===== src/rtl/alu_pkg.sv =====
// Shared constants and types for the ALU operand sequencer and its flag generator.
package alu_pkg;

  localparam int DATA_W = 8;

  typedef enum logic [2:0] {
    ST_IDLE   = 3'd0,
    ST_LOAD_A = 3'd1,
    ST_LOAD_B = 3'd2,
    ST_EXEC   = 3'd3,
    ST_OUT    = 3'd4
  } alu_state_e;

  typedef struct packed {
    logic z;
    logic n;
    logic c;
  } alu_flags_t;

endpackage


===== src/rtl/alu_flag_gen.sv =====
// Combinational zero/negative/carry generation for the 8-bit adder/subtractor.
module alu_flag_gen
  import alu_pkg::*;
(
  input  logic [DATA_W-1:0] a,
  input  logic [DATA_W-1:0] b,
  input  logic              sub,
  input  logic [DATA_W-1:0] sum,
  output alu_flags_t        flags
);

  // Subtraction is A + ~B + 1, so carry-out set means no borrow occurred.
  logic [DATA_W:0] carry_sum;

  assign carry_sum = {1'b0, a} + {1'b0, b ^ {DATA_W{sub}}} + {{DATA_W{1'b0}}, sub};

  assign flags.z = (sum == '0);
  assign flags.n = sum[DATA_W-1];
  assign flags.c = (carry_sum > {1'b0, {DATA_W{1'b1}}});

endmodule


===== src/rtl/alu_operand_sequencer.sv =====
// Register front/back end around the stateless adder: loads A then B, captures the sum.
// Optional flag register is enabled by defining ALU_SEQ_FLAGS_EN.
module alu_operand_sequencer
  import alu_pkg::*;
(
  input  logic              clk,
  input  logic              rst_n,
  input  logic              op_start,
  input  logic              op_sub,
  input  logic              op_abort,
  input  logic [DATA_W-1:0] bus_in,
  input  logic              bus_valid,
  output logic              bus_ready,
  output logic [DATA_W-1:0] alu_a,
  output logic [DATA_W-1:0] alu_b,
  output logic              alu_sub,
  input  logic [DATA_W-1:0] alu_sum,
  output logic [DATA_W-1:0] res_data,
  output logic              res_valid,
  input  logic              res_ready,
  output logic              busy,
  output logic              flag_z,
  output logic              flag_n,
  output logic              flag_c
);

  alu_state_e        state_q, state_d;
  logic [DATA_W-1:0] alu_a_q, alu_a_d;
  logic [DATA_W-1:0] alu_b_q, alu_b_d;
  logic              alu_sub_q, alu_sub_d;
  logic [DATA_W-1:0] res_q, res_d;
  logic              exec_fire;

  always_comb begin
    // NOTE: every signal gets a hold default up front so no path through the case infers a latch.
    state_d   = state_q;
    alu_a_d   = alu_a_q;
    alu_b_d   = alu_b_q;
    alu_sub_d = alu_sub_q;
    res_d     = res_q;
    exec_fire = 1'b0;

    // Abort wins over every transition and leaves operands, result and flags untouched.
    if (op_abort) begin
      state_d = ST_IDLE;
    end else begin
      case (state_q)
        ST_IDLE: begin
          if (op_start) begin
            alu_sub_d = op_sub;
            state_d   = ST_LOAD_A;
          end
        end
        ST_LOAD_A: begin
          if (bus_valid) begin
            alu_a_d = bus_in;
            state_d = ST_LOAD_B;
          end
        end
        ST_LOAD_B: begin
          if (bus_valid) begin
            alu_b_d = bus_in;
            state_d = ST_EXEC;
          end
        end
        ST_EXEC: begin
          res_d     = alu_sum;
          exec_fire = 1'b1;
          state_d   = ST_OUT;
        end
        ST_OUT: begin
          if (res_ready) state_d = ST_IDLE;
        end
        default: state_d = ST_IDLE;
      endcase
    end
  end

  always_ff @(posedge clk or negedge rst_n) begin
    if (!rst_n) begin
      state_q   <= ST_IDLE;
      alu_a_q   <= '0;
      alu_b_q   <= '0;
      alu_sub_q <= 1'b0;
      res_q     <= '0;
    end else begin
      // NOTE: non-blocking assignments so every flop samples the pre-edge value of its peers.
      state_q   <= state_d;
      alu_a_q   <= alu_a_d;
      alu_b_q   <= alu_b_d;
      alu_sub_q <= alu_sub_d;
      res_q     <= res_d;
    end
  end

  assign bus_ready = (state_q == ST_LOAD_A) || (state_q == ST_LOAD_B);
  assign res_valid = (state_q == ST_OUT);
  assign busy      = (state_q != ST_IDLE);
  assign alu_a     = alu_a_q;
  assign alu_b     = alu_b_q;
  assign alu_sub   = alu_sub_q;
  assign res_data  = res_q;

`ifdef ALU_SEQ_FLAGS_EN
  alu_flags_t flags_q, flags_d, flags_new;

  alu_flag_gen u_flag_gen (
    .a     (alu_a_q),
    .b     (alu_b_q),
    .sub   (alu_sub_q),
    .sum   (alu_sum),
    .flags (flags_new)
  );

  always_comb begin
    flags_d = flags_q;
    if (exec_fire) flags_d = flags_new;
  end

  always_ff @(posedge clk or negedge rst_n) begin
    if (!rst_n) flags_q <= '0;
    else        flags_q <= flags_d;
  end

  assign flag_z = flags_q.z;
  assign flag_n = flags_q.n;
  assign flag_c = flags_q.c;
`else
  // Flags compiled out: outputs are constant and the EXEC strobe has no consumer.
  logic unused_exec_fire;
  assign unused_exec_fire = exec_fire;
  assign flag_z = 1'b0;
  assign flag_n = 1'b0;
  assign flag_c = 1'b0;
`endif

endmodule


===== config.mk =====
export PLATFORM = sky130hd
export DESIGN_NAME = alu_operand_sequencer
export DESIGN_NICKNAME = d
export VERILOG_FILES = /design/src/rtl/alu_pkg.sv /design/src/rtl/alu_flag_gen.sv /design/src/rtl/alu_operand_sequencer.sv
export SDC_FILE = /design/constraint.sdc
export NUM_CORES = 1
export LEC_CHECK = 0
export ABC_AREA = 0
export BUFFER_PORTS_ARGS = -buffer_cell sky130_fd_sc_hd__buf_2
export CAP_MARGIN = 10
export CORE_MARGIN = 2
export CORE_UTILIZATION = 45
export CTS_CLUSTER_DIAMETER = 150
export DETAILED_ROUTE_END_ITERATION = 7
export PLACE_DENSITY = 0.78
export SLEW_MARGIN = 5
export SYNTH_ARGS = -nofsm -noshare
export SYNTH_HDL_FRONTEND = slang
export SYNTH_SLANG_ARGS = --single-unit

===== constraint.sdc =====
create_clock -name clk -period 1.7 [get_ports clk]
set_input_delay 0.085 -clock clk [delete_from_list [all_inputs] [get_ports clk]]
set_output_delay 0.085 -clock clk [all_outputs]
set_load 0.01 [all_outputs]

; ---- Word level (Yosys, flattened, before mapping)
; Index checks and enable logic that the tools add are counted.
[totals]
regBits = 28
in_bits = 23
output_inout_bits = 31
elab_cells = 28
[op_classes]
eq_ne = 8
muxes = 6
bitwise = 1
n_reduce_logical = 8
[op_table]
columns = operator, n
row1 = $mux 3, 5
row2 = $pmux 3 s5, 1
row3 = $ne 3x3->1 const B, 3
row4 = $reduce_and 3->1, 3
row5 = $eq 3x2->1 const B, 2
row6 = $reduce_and 4->1, 1
row7 = $eq 3x1->1 const B, 1
row8 = $eq 3x3->1 const B, 1
row9 = $logic_not 3->1, 1
row10 = $ne 3x2->1 const B, 1
row11 = $reduce_bool 3->1, 1
row12 = $reduce_and 2->1, 1
row13 = $logic_or 1x1->1, 1
row14 = $not 1->1, 1

; ---- Longest topological paths before layout
; Gate-level depths: netlist of run 1.
[depth]
word_depth = 3
depth_mapped = 4
mapped_depth_nobuf = 3

; ---- Least setup slack after synthesis of run 1
; Ideal clock, no wire load.
[synth_path]
path_kind = reg2reg
startpoint = register state_q[1]
endpoint = register alu_a_q[0], in the netlist alu_a[0]
setup_time_ns = 0.125
arrival_ns = 1.305
required_time_ns = 1.575
slack_ns = 0.270
stages_incl_launch_ff = 4
n_path_buf = 1
synth_period_minus_slack_ns = 1.430
path_cell_list = dfrtp_1 -> buf_6 -> nor4_4 -> mux2_2
[synth_via]
elab_chain_cells = 2
[synth_lines]
columns = item, line_no
row1 = from (decl), alu_operand_sequencer.sv:27  ; alu_state_e state_q, state_d;
row2 = from (signal assigned), alu_operand_sequencer.sv:88  ; state_q <= state_d;
row3 = $eq 3x1->1, alu_operand_sequencer.sv:47  ; case (state_q)
row4 = $reduce_and 3->1 (no line), --
row5 = to (signal assigned), alu_operand_sequencer.sv:89  ; alu_a_q <= alu_a_d;
row6 = to (decl), alu_operand_sequencer.sv:28  ; logic [DATA_W-1:0] alu_a_q, alu_a_d;
; Every way passes these cells.
; A chain may end at the register's enable or synchronous reset.

; ---- Final worst setup path of run 1
[layout_path]
startpoint = register state_q[2]
endpoint = register res_q[7], in the netlist res_data[7]
[layout_via]
elab_chain_cells = 2
[layout_lines]
columns = item, line_no
row1 = $eq 3x2->1, alu_operand_sequencer.sv:47
row2 = $reduce_and 2->1 (no line), --
row3 = to (signal assigned), alu_operand_sequencer.sv:92  ; res_q <= res_d;
row4 = to (decl), alu_operand_sequencer.sv:31  ; logic [DATA_W-1:0] res_q, res_d;
; Every way passes these cells.

==> results.json, run 1 <==
{
  "drive_gt1_frac": 0.5772,
  "overflow": 0,
  "power.static_leakage_nw": 0.8588,
  "drc": 0,
  "antennaDiodeCount": 0,
  "htreeDepth": 1,
  "grt_pass1_vias": 894,
  "max_freq_ghz": 0.6463,
  "critPathMaxFanout": 9,
  "cts_sinks": 28,
  "portBuffers": 50,
  "clk_latency_ns": 0.33,
  "synth_cells": 77,
  "hp-class": "input pin to flop",
  "clock_skew_ns": 0.01278,
  "drtIter0Drc": 8,
  "track_usage": 0.1820,
  "synth_most_common_cell": "dfrtp_1",
  "synthMuxAreaShare": 0.2513,
  "tightest_slew_ns": 0.5910,
  "ys_ff_latch": 28,
  "cts_tree": "done",
  "clock-root-buffer": "clkbuf_4",
  "antenna_found_initial": 0,
  "numCtsBuffers": 3,
  "netlist_area_sq_mm": 0.001165,
  "vdd_drop_max_mv": 0.9338,
  "worstPathArrival_ns": 1.77,
  "synth_simple_gate_area_share": 0.07626,
  "slowest_stage": "dfrtp_1",
  "routed_via_density": 4.777,
  "io_pins": 54,
  "clockBufferDepth": 2,
  "ys.flop_type": "dfrtp_1",
  "max-cap-violations": 0,
  "synth_cell_types": 19,
  "path_clk_slew_ns": 0.13,
  "max_stage_delay_ns": 0.47,
  "hold_viol_final": 0,
  "hold_start": "res_ready",
  "rsz0062_at_grt": "false",
  "synth_compound_area_frac": 0.01826,
  "dr.pass1.iters": 4,
  "status": "finished, final reports clean",
  "synth_area_per_cell_sq_um": 15.13,
  "synth_edf_count": 0,
  "wirelength_mm": 2.474,
  "worstPathCellList": "nor2_1 -> and3_2 -> mux2_2",
  "slew_viol_final": 0,
  "setup_viol": 0,
  "routedWlPerCell_um": 13.82,
  "tns_ns": 0,
  "post-route-util": 0.6758,
  "dpl.hpwl_mm": 1.664,
  "grt_pass1_wl_mm": 3.781,
  "cp-startpoint": "state_q[2]",
  "end_kind": "flop",
  "fillCellCount": 168,
  "async_flop_share": 1.000,
  "rows": 18,
  "cts_resized": 0,
  "synth_top_family_by_area": "multiplexers",
  "syn_to_final_growth_pct": 42.43,
  "num_vias": 855,
  "coreArea_sq_mm": 0.002455,
  "ant_nets": 0,
  "yosys_warnings": 0,
  "start_util": 0.4745,
  "gp_congestion": 0.7169,
  "synth_xor_area_frac": 0.007519,
  "start_kind": "flop",
  "fp.dieH_um": 54.88,
  "grt_max_degree": 29,
  "relSlewSlack": 0.6060,
  "required_ns": 1.92,
  "die_w_um": 54.88,
  "synth_area_leader_cell": "dfrtp_1",
  "fin_nets": 173,
  "whs_ns": 0.04680,
  "crit_type": "flop to flop",
  "synth_common_cells": "dfrtp_1 (28), mux2_2 (26), nor2_1 (4)",
  "cts_setup_buffers": 0,
  "ys_top_cells_by_area": "dfrtp_1 (60%), mux2_2 (25%), buf_4 (1.9%), buf_6 (1.9%), nor4_4 (1.8%)",
  "fin_crit_sh": 0.9102,
  "yosys.area.top_type_share": 0.6015,
  "r2r_start": "state_q[2]",
  "synthAdderAreaFrac": 0,
  "ctsHoldBuffers": 20,
  "ys_seq_area_frac": 0.6015,
  "dieArea_sq_mm": 0.003012,
  "period_needed_ns": 1.547,
  "p_per_area_mw_per_mm2": 1145
}
[state kept, by name (all words and copies together), names as in the netlist]
register and cells:
alu_sub 1, alu_b 8, alu_a 8, state_q 3, res_data 8
[final timing paths]
| check | slack [ns] | depth (start not counted) | endpoint |
|---|---|---|---|
| worst min register to register | 0.52 | 1 | alu_sub |
| worst min-delay path | 0.05 | 3 | state_q[2] |
| max in group asynchronous | 1.03 | 2 | res_data[4] |
| worst max register to register | 0.15 | 3 | res_data[7] |
| min in group asynchronous | 0.27 | 2 | alu_a[0] |
| worst max-delay path | 0.15 | 3 | res_data[7] |
[cell type report]
type / count / area (sq um) / share of cell area
flip-flops and latches: 28 / 700.7 / 0.4223
multi-input cells: 45 / 422.9 / 0.2549
repair buffers: 71 / 457.9 / 0.2760
inverters: 1 / 3.754 / 0.002262
clock buffers: 4 / 36.28 / 0.02187
well taps: 30 / 37.54 / 0.02262
[through the flow]
step	cells	area [sq um]	power (mW)	setup WS (ns)
detailed placement	155	1423	1.558	0.1693
floorplan	79	1172	1.280	0.2698
global placement	155	1423	1.528	0.2280
finish	179	1659	1.899	0.1526
CTS	179	1659	1.912	0.1505
global route	179	1659	2.004	0.03516
[where the power goes]
part / total [mW] / internal (mW) / switching, mW
Sequential: 0.962 / 0.859 / 0.104
Combinational: 0.615 / 0.337 / 0.278
Clock: 0.322 / 0.131 / 0.190
Total: 1.90 / 1.33 / 0.572
[kinds of logic (layout without fill, tap and decap cells)]
family / count (synthesis) / after routing
compound gates: 3 / 3
xor+xnor: 1 / 1
buf+inv: 6 / 76
flops: 28 / 28
mux: 26 / 26
other cells: 1 / 3
simple gates: 12 / 12
[metal layers]
metal | wire [um] | global-route usage | vias up | part of all wire
met3 | 94 | 0.01913 | 4 | 0.038
met4 | 45 | 0.08750 | 0 | 0.018
met5 | 0 | 0 | - | 0
li1 | - | - | 407 | -
met2 | 1387 | 0.3472 | 25 | 0.56
met1 | 945 | 0.1957 | 419 | 0.38
[cell usage in the layout (no fill, tap or decap), types with 3 or more instances in the layout]
| cell type | instances |
|---|---|
| buf_2 | 50 |
| dfrtp_1 | 28 |
| mux2_2 | 26 |
| dlygate4sd3_1 | 20 |
| nor2_1 | 4 |
| conb_1 | 3 |
| clkbuf_4 | 3 |
[worst max-delay path, delay by kind of cell, from the launching register on]
kind | cells | cell delay (ns)
AND/OR/NAND/NOR | 2 | 0.61
flip-flops | 1 | 0.47
multiplexers | 1 | 0.37
Note: power is estimated with default switching activity, not from simulation.
==> run 2: changes to the inputs <==
--- a/config.mk
+++ b/config.mk
@@ -13,7 +13,9 @@
 export CTS_CLUSTER_DIAMETER = 150
 export DETAILED_ROUTE_END_ITERATION = 7
 export PLACE_DENSITY = 0.78
-export SLEW_MARGIN = 5
+export SETUP_SLACK_MARGIN = 0.1
+export SLEW_MARGIN = 0
 export SYNTH_ARGS = -nofsm -noshare
 export SYNTH_HDL_FRONTEND = slang
+export SYNTH_HIERARCHICAL = 1
 export SYNTH_SLANG_ARGS = --single-unit
==> results.json, run 2 <==
{
  "status": "finished, final reports clean",
  "stdcell_count": 179,
  "synth_cells": 77,
  "whs_ns": 0.04751,
  "synth_simple_gate_area_share": 0.07626,
  "p_per_area_mw_per_mm2": 1142,
  "drc": 0,
  "power.static_leakage_nw": 0.8575,
  "cts_tree": "done",
  "ys_ff_latch": 28,
  "setup_viol": 0,
  "post-route-util": 0.6774,
  "fin_crit_sh": 0.8977,
  "start_kind": "flop",
  "p_int_mw": 1.328,
  "switchingPower_mw": 0.5715,
  "antenna_found_initial": 0,
  "dieArea_sq_mm": 0.003012,
  "synth_xor_area_frac": 0.007519,
  "synth_area_leader_cell": "dfrtp_1",
  "vdd_drop_max_mv": 0.9299,
  "max-cap-violations": 0,
  "synthMuxAreaShare": 0.2513,
  "pwr-share-comb": 0.324,
  "rsz0062_at_grt": "false",
  "worstPathArrival_ns": 1.44,
  "synth_edf_count": 0,
  "coreArea_sq_mm": 0.002455,
  "overflow": 0,
  "slew_viol_final": 0,
  "cts_setup_buffers": 0,
  "htreeDepth": 1,
  "fp.dieH_um": 54.88,
  "dr.pass1.iters": 2,
  "dpl.hpwl_mm": 1.664,
  "io_pins": 54,
  "ys_seq_area_frac": 0.6015,
  "grt_pass1_vias": 894,
  "final_common_cell": "buf_2",
  "rows": 18,
  "p_clk_frac": 0.168,
  "max_freq_ghz": 0.6553,
  "path_clk_slew_ns": 0.15,
  "numCtsBuffers": 3,
  "routed_via_density": 4.821,
  "antennaDiodeCount": 0,
  "numPlacedInstances": 155,
  "gp_congestion": 0.7169,
  "netlist_area_sq_mm": 0.001165,
  "hold_viol_final": 0,
  "required_ns": 1.62,
  "grt_max_degree": 29,
  "ys.flop_type": "dfrtp_1",
  "tightest_slew_ns": 0.5966,
  "fillCellCount": 167,
  "synth_most_common_cell": "dfrtp_1",
  "track_usage": 0.1820,
  "yosys_warnings": 6,
  "fin_nets": 173,
  "pwr-share-seq": 0.507,
  "period_needed_ns": 1.526,
  "syn_to_final_growth_pct": 42.75,
  "num_vias": 863,
  "synth_compound_area_frac": 0.01826,
  "clock_skew_ns": 0.01099,
  "crit_type": "flop to output port",
  "synth_cell_types": 19,
  "synthAdderAreaFrac": 0,
  "clk_latency_ns": 0.33,
  "synth_area_per_cell_sq_um": 15.13,
  "grt_pass1_wl_mm": 3.781,
  "hp-class": "input pin to flop",
  "async_flop_share": 1.000,
  "wirelength_mm": 2.473,
  "critPathMaxFanout": 8,
  "start_util": 0.4745,
  "clock-root-buffer": "clkbuf_4",
  "final_cell_mix": "buf_2 (50), dfrtp_1 (27), mux2_2 (26)",
  "routedWlPerCell_um": 13.82,
  "tns_ns": 0,
  "ant_nets": 0,
  "die_w_um": 54.88,
  "ys_top_cells_by_area": "dfrtp_1 (60%), mux2_2 (25%), buf_4 (1.9%), buf_6 (1.9%), nor4_4 (1.8%)",
  "portBuffers": 50,
  "synth_common_cells": "dfrtp_1 (28), mux2_2 (26), nor2_1 (4)",
  "drive_gt1_frac": 0.5906,
  "drtIter0Drc": 5,
  "end_kind": "output port",
  "relSlewSlack": 0.6023,
  "clockBufferDepth": 2,
  "switching_share": 0.3009,
  "synth_top_family_by_area": "multiplexers",
  "cts_sinks": 28,
  "yosys.area.top_type_share": 0.6015
}
-- run 2: what timing repair did --
action,4_1_cts,5_1_grt
hold buffers,20,0
resized for setup,0,2
endpoints found under the hold margin,51,0
endpoints found under the setup margin,0,15
-- run 2: cell families (layout without fill, tap and decap cells) --
family | after synthesis | count (layout)
flops | 28 | 28
mux | 26 | 26
simple gates | 12 | 12
buf+inv | 6 | 76
compound gates | 3 | 3
other cells | 1 | 3
xor+xnor | 1 | 1
-- run 2: final timing paths --
check,to,start,cells past startpoint,slack [ns]
min in group asynchronous,alu_a[0],rst_n,2,0.27
worst min register to register,alu_sub,alu_sub,1,0.52
max in group asynchronous,state_q[1],rst_n,2,0.99
worst min-delay path,state_q[2],res_ready,3,0.05
worst max register to register,res_data[7],state_q[2],3,0.21
worst max-delay path,busy,state_q[0],2,0.17
-- run 2: layer usage --
| layer | share of wire | vias up | wire length (um) | track usage |
|---|---|---|---|---|
| met5 | 0 | - | 0 | 0 |
| met4 | 0.018 | 0 | 45 | 0.08750 |
| met3 | 0.034 | 4 | 85 | 0.01913 |
| met2 | 0.56 | 21 | 1390 | 0.3472 |
| met1 | 0.38 | 428 | 952 | 0.1957 |
| li1 | - | 410 | - | - |
-- run 2: critical path, cell delays in order (launching register included) --
cell and delay (ns):
dfrtp_1 0.49, or3_2 0.47, buf_2 0.15
-- run 2: power groups by stage --
stage	sequential (mW)	combinational [mW]	clock (mW)
floorplan	1.06	0.219	0
finish	0.963	0.616	0.320
detailed placement	0.976	0.582	0
CTS	0.962	0.618	0.332
global route	0.987	0.669	0.349
global placement	0.962	0.565	0
-- run 2: area by class of cell --
cell class / count / area [sq um] / share of cell area
clock buffer: 4 / 36.28 / 0.02182
sequential: 28 / 701.9 / 0.4221
multi-input combinational: 45 / 425.4 / 0.2558
inverter: 1 / 3.754 / 0.002257
timing repair buffer: 71 / 457.9 / 0.2754
tap: 30 / 37.54 / 0.02257
-- run 2: per-stage QoR --
stage          total power [mW]  worst slack, ns  area [sq um]
2_1_floorplan             1.280           0.2698          1172
4_1_cts                   1.912           0.1505          1659
5_1_grt                   2.005           0.1003          1663
3_3_place_gp              1.528           0.2280          1423
3_5_place_dp              1.558           0.1693          1423
6_report                  1.899           0.1740          1663
